File: src/rtl/instr_issuer_pkg.sv
// Shared constants and state encoding for the instruction issuer.
package instr_issuer_pkg;

    // Opcode field [15:13] of a cpu instruction word
    localparam logic [2:0] OP_MOV  = 3'b110;
    localparam logic [2:0] OP_ALU  = 3'b101;
    localparam logic [2:0] OP_HALT = 3'b111;

    // Bit positions inside the {N,V,Z} flag vector
    localparam int FLAG_N = 2;
    localparam int FLAG_V = 1;
    localparam int FLAG_Z = 0;

    typedef enum logic [2:0] {
        S_IDLE      = 3'd0,
        S_FETCH     = 3'd1,
        S_LOAD      = 3'd2,
        S_START     = 3'd3,
        S_WAIT_BUSY = 3'd4,
        S_WAIT_DONE = 3'd5,
        S_FINISH    = 3'd6
    } issue_state_t;

    // A halt word terminates the run without being sent to the cpu
    function automatic logic is_halt(input logic [15:0] word);
        return word[15:13] == OP_HALT;
    endfunction

endpackage

File: src/rtl/issue_prog_mem.sv
// Program buffer: DEPTH x 16 register array, one synchronous write port,
// one asynchronous read port. Contents are deliberately not reset.
module issue_prog_mem #(
    parameter int DEPTH = 16,
    parameter int AW    = 4
) (
    input  logic          clk,
    input  logic          we,
    input  logic [AW-1:0] waddr,
    input  logic [15:0]   wdata,
    input  logic [AW-1:0] raddr,
    output logic [15:0]   rdata
);

    logic [15:0] mem [DEPTH];

    // Single write port
    always_ff @(posedge clk) begin
        if (we) begin
            mem[waddr] <= wdata;
        end
    end

    assign rdata = mem[raddr];

endmodule

File: src/rtl/instr_issuer.sv
// Host-side initiator that walks the program buffer and issues each word
// to the cpu, capturing the cpu result and flags after every completion.
//
// cpu handshake: cpu_in is valid while cpu_load is high (one cycle), then
// cpu_s pulses for one cycle with cpu_in held. The cpu acknowledges by
// dropping cpu_w and signals completion by raising it again; the issuer
// samples cpu_out/flags in the cycle it first sees cpu_w high again.
module instr_issuer
    import instr_issuer_pkg::*;
#(
    parameter int DEPTH   = 16,
    parameter int AW      = 4,
    parameter int TIMEOUT = 32
) (
    input  logic          clk,
    input  logic          reset,
    input  logic          prog_we,
    input  logic [AW-1:0] prog_addr,
    input  logic [15:0]   prog_data,
    input  logic          run,
    input  logic [AW-1:0] start_addr,
    input  logic [AW:0]   count,
    output logic [15:0]   cpu_in,
    output logic          cpu_load,
    output logic          cpu_s,
    input  logic          cpu_w,
    input  logic [15:0]   cpu_out,
    input  logic          cpu_N,
    input  logic          cpu_V,
    input  logic          cpu_Z,
    output logic          busy,
    output logic          done,
    output logic          err,
    output logic [AW:0]   issued,
    output logic [15:0]   last_result,
    output logic [2:0]    last_flags
);

    localparam int TW = $clog2(TIMEOUT + 1);
    localparam logic [TW-1:0] TMO_LAST = TW'(TIMEOUT - 1);

    issue_state_t  state, state_n;
    logic [AW-1:0] addr, addr_n;
    logic [AW:0]   remaining, remaining_n;
    logic [TW-1:0] tmo, tmo_n;
    logic [15:0]   cpu_in_n, last_result_n;
    logic [2:0]    last_flags_n, flags_now;
    logic [AW:0]   issued_n;
    logic          err_n;
    logic          mem_we;
    logic [15:0]   word;

    // Host writes land only while idle so a running program is never altered
    assign mem_we = prog_we && (state == S_IDLE);

    issue_prog_mem #(
        .DEPTH (DEPTH),
        .AW    (AW)
    ) u_mem (
        .clk   (clk),
        .we    (mem_we),
        .waddr (prog_addr),
        .wdata (prog_data),
        .raddr (addr),
        .rdata (word)
    );

    // Pack the cpu status bits into the {N,V,Z} layout
    always_comb begin
        flags_now         = '0;
        flags_now[FLAG_N] = cpu_N;
        flags_now[FLAG_V] = cpu_V;
        flags_now[FLAG_Z] = cpu_Z;
    end

    // Next-state logic and next values of every registered output
    always_comb begin
        state_n       = state;
        addr_n        = addr;
        remaining_n   = remaining;
        tmo_n         = tmo;
        cpu_in_n      = cpu_in;
        last_result_n = last_result;
        last_flags_n  = last_flags;
        issued_n      = issued;
        err_n         = err;
        case (state)
            S_IDLE: begin
                if (run) begin
                    state_n     = S_FETCH;
                    addr_n      = start_addr;
                    remaining_n = count;
                    issued_n    = '0;
                    err_n       = 1'b0;
                end
            end
            S_FETCH: begin
                if (remaining == '0 || is_halt(word)) begin
                    state_n = S_FINISH;
                end else begin
                    state_n  = S_LOAD;
                    cpu_in_n = word;
                end
            end
            S_LOAD:  state_n = S_START;
            S_START: begin
                state_n = S_WAIT_BUSY;
                tmo_n   = '0;
            end
            S_WAIT_BUSY, S_WAIT_DONE: begin
                tmo_n = tmo + 1'b1;
                // A completion seen on the final allowed cycle still counts
                if (state == S_WAIT_DONE && cpu_w) begin
                    state_n       = S_FETCH;
                    last_result_n = cpu_out;
                    last_flags_n  = flags_now;
                    issued_n      = issued + 1'b1;
                    addr_n        = addr + 1'b1;
                    remaining_n   = remaining - 1'b1;
                end else if (tmo == TMO_LAST) begin
                    state_n = S_FINISH;
                    err_n   = 1'b1;
                end else if (state == S_WAIT_BUSY && !cpu_w) begin
                    state_n = S_WAIT_DONE;
                end
            end
            S_FINISH: state_n = S_IDLE;
            default:  state_n = S_IDLE;
        endcase
    end

    // State and output registers; strobes are decoded from the next state
    // so they line up exactly with the LOAD/START/FINISH cycles
    always_ff @(posedge clk) begin
        if (!reset) begin
            state       <= S_IDLE;
            addr        <= '0;
            remaining   <= '0;
            tmo         <= '0;
            cpu_in      <= '0;
            cpu_load    <= 1'b0;
            cpu_s       <= 1'b0;
            busy        <= 1'b0;
            done        <= 1'b0;
            err         <= 1'b0;
            issued      <= '0;
            last_result <= '0;
            last_flags  <= '0;
        end else begin
            state       <= state_n;
            addr        <= addr_n;
            remaining   <= remaining_n;
            tmo         <= tmo_n;
            cpu_in      <= cpu_in_n;
            cpu_load    <= (state_n == S_LOAD);
            cpu_s       <= (state_n == S_START);
            busy        <= (state_n != S_IDLE);
            done        <= (state_n == S_FINISH);
            err         <= err_n;
            issued      <= issued_n;
            last_result <= last_result_n;
            last_flags  <= last_flags_n;
        end
    end

endmodule

File: config.mk
export PLATFORM = sky130hd
export DESIGN_NAME = instr_issuer
export DESIGN_NICKNAME = d
export VERILOG_FILES = /design/src/rtl/instr_issuer_pkg.sv /design/src/rtl/issue_prog_mem.sv /design/src/rtl/instr_issuer.sv
export SDC_FILE = /design/constraint.sdc
export NUM_CORES = 1
export LEC_CHECK = 0
export BUFFER_PORTS_ARGS = -buffer_cell sky130_fd_sc_hd__buf_2
export CAP_MARGIN = 25
export CORE_ASPECT_RATIO = 1.2
export CORE_MARGIN = 2
export CORE_UTILIZATION = 30
export DETAILED_ROUTE_END_ITERATION = 8
export SKIP_LAST_GASP = 1
export SLEW_MARGIN = 25
export SYNTH_ARGS = -nofsm -noshare
export SYNTH_HDL_FRONTEND = slang
export SYNTH_HIERARCHICAL = 1
export SYNTH_SLANG_ARGS = --single-unit
File: constraint.sdc
create_clock -name clk -period 9.1 [get_ports clk]
set_input_delay 1.365 -clock clk [delete_from_list [all_inputs] [get_ports clk]]
set_output_delay 1.365 -clock clk [all_outputs]
set_load 0.03 [all_outputs]
After elaboration in Yosys (flattened, before gate mapping)
Memory sizes are Yosys's and may differ from the RTL's. A register that Yosys moved wholly into a read port is not among the register bits. Cells that the tools add are included.

Memories: 1. Logic and storage cells: 72. Flip-flop bits (word level): 63. Bits in writable memories: 256. Output and inout port bits: 45. Bits of input ports: 53.

Memory list: u_mem.mem (depth 16, width 16, rd ports 1, clocked after memory_dff 1, wr ports 1, line issue_prog_mem.sv:15) `logic [15:0] mem [DEPTH];`.

Add/subtract/negate cells: 4. Reduce and logical (&&, ||, !) cells: 15. Muxes and demuxes: 24. Bitwise gates (word level): 1. Eq/ne operators: 14.

Operators with widths (count): 5-bit 2-to-1 mux (4); 5-bit case mux with 2 select lines (2); 4-bit 2-to-1 mux (4); 3-bit 2-to-1 mux (5); 3-bit case mux with 5 select lines (1); 3-bit by 2-bit == test with 1-bit output (second input constant) (4); 3-bit == test (second input constant) (4); 6-bit case mux with 2 select lines (1); 2-bit != test (second input constant) (4); 4-bit case mux with 2 select lines (1); 6-bit by 1-bit adder with 6-bit output (second input constant) (1); 6-bit by 5-bit == test with 1-bit output (second input constant) (1); 5-bit by 1-bit adder with 5-bit output (second input constant) (1); 5-bit logical NOT (1); 1-bit 2-to-1 mux (5); 5-bit by 1-bit subtractor with 5-bit output (second input constant) (1); 4-bit by 1-bit adder with 4-bit output (second input constant) (1); 2-bit AND reduction (2); 4-bit AND reduction (1); 2-bit nonzero test (2); 3-bit by 1-bit == test with 1-bit output (second input constant) (1); 1-bit logical AND (3); 3-bit logical NOT (1); 3-bit AND reduction (1); other kinds (6) (6).

Depth between registers and ports, before layout
Word-level depth: 7. Depth in mapped cells: 10. Mapped depth without buffers: 7.

By module
The synthesis kept the hierarchy.

By module, submodules not included: issue_prog_mem (instances 1, area each 9721.8 sq um, sequential area each 7687.4 sq um, cells an instance 416); instr_issuer (instances 1, area each 2652.5 sq um, sequential area each 1261.2 sq um, cells an instance 302).

Least setup slack after synthesis
OpenSTA, ideal clock, no wires.

Path type: input to register. Start point: in prog_we. End point: mem u_mem.mem[0][0], enable pin. Stages: 3. Arrival time: 3433 ps. Path buffers: 0. Slack: 5258 ps. Library setup time: 409 ps. Required time: 8691 ps. Cell sequence: nor4b_1 > or3b_2 > nor3_1.

Word-level cells in the longest chain between the ends: 3.

RTL lines: start, declared (line instr_issuer.sv:17) `input logic prog_we,`; 1-bit logical AND (line instr_issuer.sv:54) `assign mem_we = prog_we && (state == S_IDLE);`; 1-bit 2-to-1 mux (line issue_prog_mem.sv:19) `if (we) begin`; 1-bit 2-to-1 mux (implied by the code) (line issue_prog_mem.sv:20) `mem[waddr] <= wdata;`; end, declared (line issue_prog_mem.sv:15).

Every way passes these cells.

==> results.json <==
{
  "outcome": "finished clean",
  "hold_path.class": "reg -> reg",
  "clock_skew_ns": 0.0161,
  "first_pass_iters": 5,
  "yosysTopAreaCell": "edfxtp_1",
  "crit_required_ns": 9.50,
  "tightest_slew_ns": 1.03,
  "total_leakage_power_nw": 4.83,
  "clkTransAtPathRegs_ns": 0.06,
  "fin_cells": 1383,
  "start_util_pct": 30.4,
  "synth_top_family_by_area": "multiplexers",
  "slew_violations": 0,
  "whs_path_depth": 2,
  "ys_async_sr_fraction_pct": 0,
  "ys_seq_area_share_pct": 72.3,
  "synth_seq_cells": 319,
  "vias_per_cell": 4.89,
  "h-tree-depth": 1,
  "drc_errors": 0,
  "antenna_found_initial": 1,
  "die_x_um": 189,
  "path_class": "reg -> reg",
  "wire_per_inst_um": 21.1,
  "cts-buffers-inserted": 31,
  "critPathMaxFanout": 47,
  "crit_path_start_kind": "flop",
  "setup_tns_ns": 0,
  "synthAdderAreaFrac_pct": 0.506,
  "fmax_ghz": 0.269,
  "die_area_mm2": 0.0429,
  "dp_cells": 1326,
  "dp_hpwl_um": 18400,
  "yosys_warnings": 6,
  "slew_headroom_pct": 31.2,
  "final_core_util_pct": 35.3,
  "rsz0062_at_grt": "no",
  "yosysMostFrequentCell": "edfxtp_1",
  "wirelength_um": 29200,
  "cts_sinks": 319,
  "synthesis.area_mm2": 0.0124,
  "cts.repair.resized": 0,
  "core-area_mm2": 0.0407,
  "reg2regPathDepth": 8,
  "fin_nets": 878,
  "cts_tree": "yes",
  "clk_latency_ns": 0.55,
  "ys_types": 53,
  "area_delta_synth_final_pct": 16.2,
  "synth-compound-area-share_pct": 5.08,
  "io_buffers": 97,
  "synth_simple_gate_area_share_pct": 6.26,
  "syn_nets": 776,
  "period_share_pct": 40.9,
  "p_per_area_mw_per_mm2": 236,
  "drive_gt1_share_pct": 27.3,
  "synth_xor_xnor_area_share_pct": 0.283,
  "avgSynthCellArea_um2": 17.2,
  "grt_pass1_vias": 6625,
  "pre_cts_ws_ns": 5.32,
  "place_congestion": 0.766,
  "drt_iter0_drc": 514,
  "grtUsageTotal_pct": 13.4,
  "fin_crit_ns": 3.72,
  "worstPathArrival_ns": 4.12,
  "cts-hold-fix-buffers": 0,
  "synthCells": 718,
  "fp-row-count": 81,
  "post_cts_buffers": 0,
  "drtAntennaViolNets": 0,
  "ir_worst_vdd_mv": 0.139,
  "fp.dieH_um": 226,
  "clockBufferDepth": 3,
  "layout_setup_ws_ns": 5.38,
  "cp-end-kind": "flop",
  "setup_viol": 0,
  "num_vias": 6757,
  "hold_viol": 0,
  "synth-edff-count": 256,
  "gr-total-overflow": 0,
  "power_mw": 3.39,
  "synth_top_area_share_pct": 62.1,
  "synth_ff_type": "edfxtp_1",
  "synth_common_cells": "256 x edfxtp_1, 82 x nand2_1, 63 x dfxtp_1",
  "ios": 98,
  "grt_max_degree": 68,
  "synth_mux_area_share_pct": 13.3,
  "drv_cap": 0,
  "grt_pass1_wl_um": 42700,
  "ys_top_cells_by_area": "edfxtp_1 62%, dfxtp_1 10%, mux4_2 9.8%",
  "root_buffer": "clkbuf_16",
  "nFillCells": 3870
}
-- cells in the final DEF, fill, tap and decap left out, types with 3 or more instances in the layout --
cell / instances
nand3_1: 5
nor3_2: 4
mux4_1: 10
a22oi_1: 34
mux4_2: 54
xor2_1: 3
bufinv_16: 3
o21ai_0: 9
inv_1: 3
edfxtp_1: 256
clkbuf_1: 6
clkinv_2: 5
nand2b_1: 4
clkinv_1: 9
clkbuf_16: 31
ha_1: 5
nand4_1: 3
a21oi_1: 31
and3_1: 4
buf_2: 97
nor2_1: 39
nand3b_1: 5
nor2_2: 12
mux2i_1: 16
nand2_1: 82
nor2b_1: 3
nor4b_1: 3
buf_4: 11
dfxtp_1: 61
-- where the power goes --
part           switching [mW]  internal, mW
registers              0.0399          1.62
logic                   0.306         0.205
clock network           0.515         0.704
total                   0.861          2.53
-- worst max-delay path: stages, from the launching register on --
cell      delay, ns
dfxtp_4        0.60
buf_4          0.80
mux4_2         0.60
a22oi_1        0.35
nand2_1        0.16
a311oi_2       0.38
nand2_4        0.32
mux2i_1        0.24
nor2_1         0.05
-- cell families (layout without fill, tap and decap cells) --
| family | count (synthesis) | after routing |
|---|---|---|
| xor gates and xnor gates | 4 | 4 |
| DFF | 319 | 319 |
| adders and majority gates | 5 | 5 |
| other | 0 | 1 |
| buffers and inverters | 43 | 168 |
| muxes | 81 | 81 |
| AOI/OAI and AO/OA | 92 | 92 |
| and+or+nand+nor | 174 | 174 |
-- path summary, 6_finish.rpt --
check	start	to	slack, ns
worst max-delay path	addr[0]	cpu_in[11]	5.38
worst min-delay path	last_result[13]	last_result[13]	0.45
worst max register to register	addr[0]	cpu_in[11]	5.38
worst min register to register	last_result[13]	last_result[13]	0.45
-- per-layer routing --
layer,up-vias,global-route usage [%],share of wire (%)
met3,44,2.00,6.1
met5,-,0,0
met4,0,3.68,2.1
met2,252,23.6,51
li1,3033,-,-
met1,3428,17.2,41
-- state kept, by name, summed over array words and instances, names as in the netlist --
register / count
err: 1
done: 1
addr: 4
busy: 1
issued: 5
last_result: 16
cpu_load: 1
tmo: 6
state: 3
last_flags: 3
u_mem/mem: 256
remaining: 5
cpu_in: 16
cpu_s: 1
-- metrics by stage --
step                instance area, um^2  hold slack, ns
floorplan                         12400           0.445
global placement                  13400           0.440
detailed placement                13400           0.444
CTS                               14400           0.452
global route                      14400           0.465
finish                            14400           0.453
-- final cells by class --
type	count	area [um^2]	area share (%)
antenna	1	2.50	0.0174
tap	539	674	4.69
inverter	4	16.3	0.113
clock inverter	19	161	1.12
sequential	319	8950	62.3
multi-input combinational	356	3200	22.3
timing repair buffer	108	568	3.95
clock buffer	37	798	5.55
No activity file was read; power rests on OpenSTA's default activity.
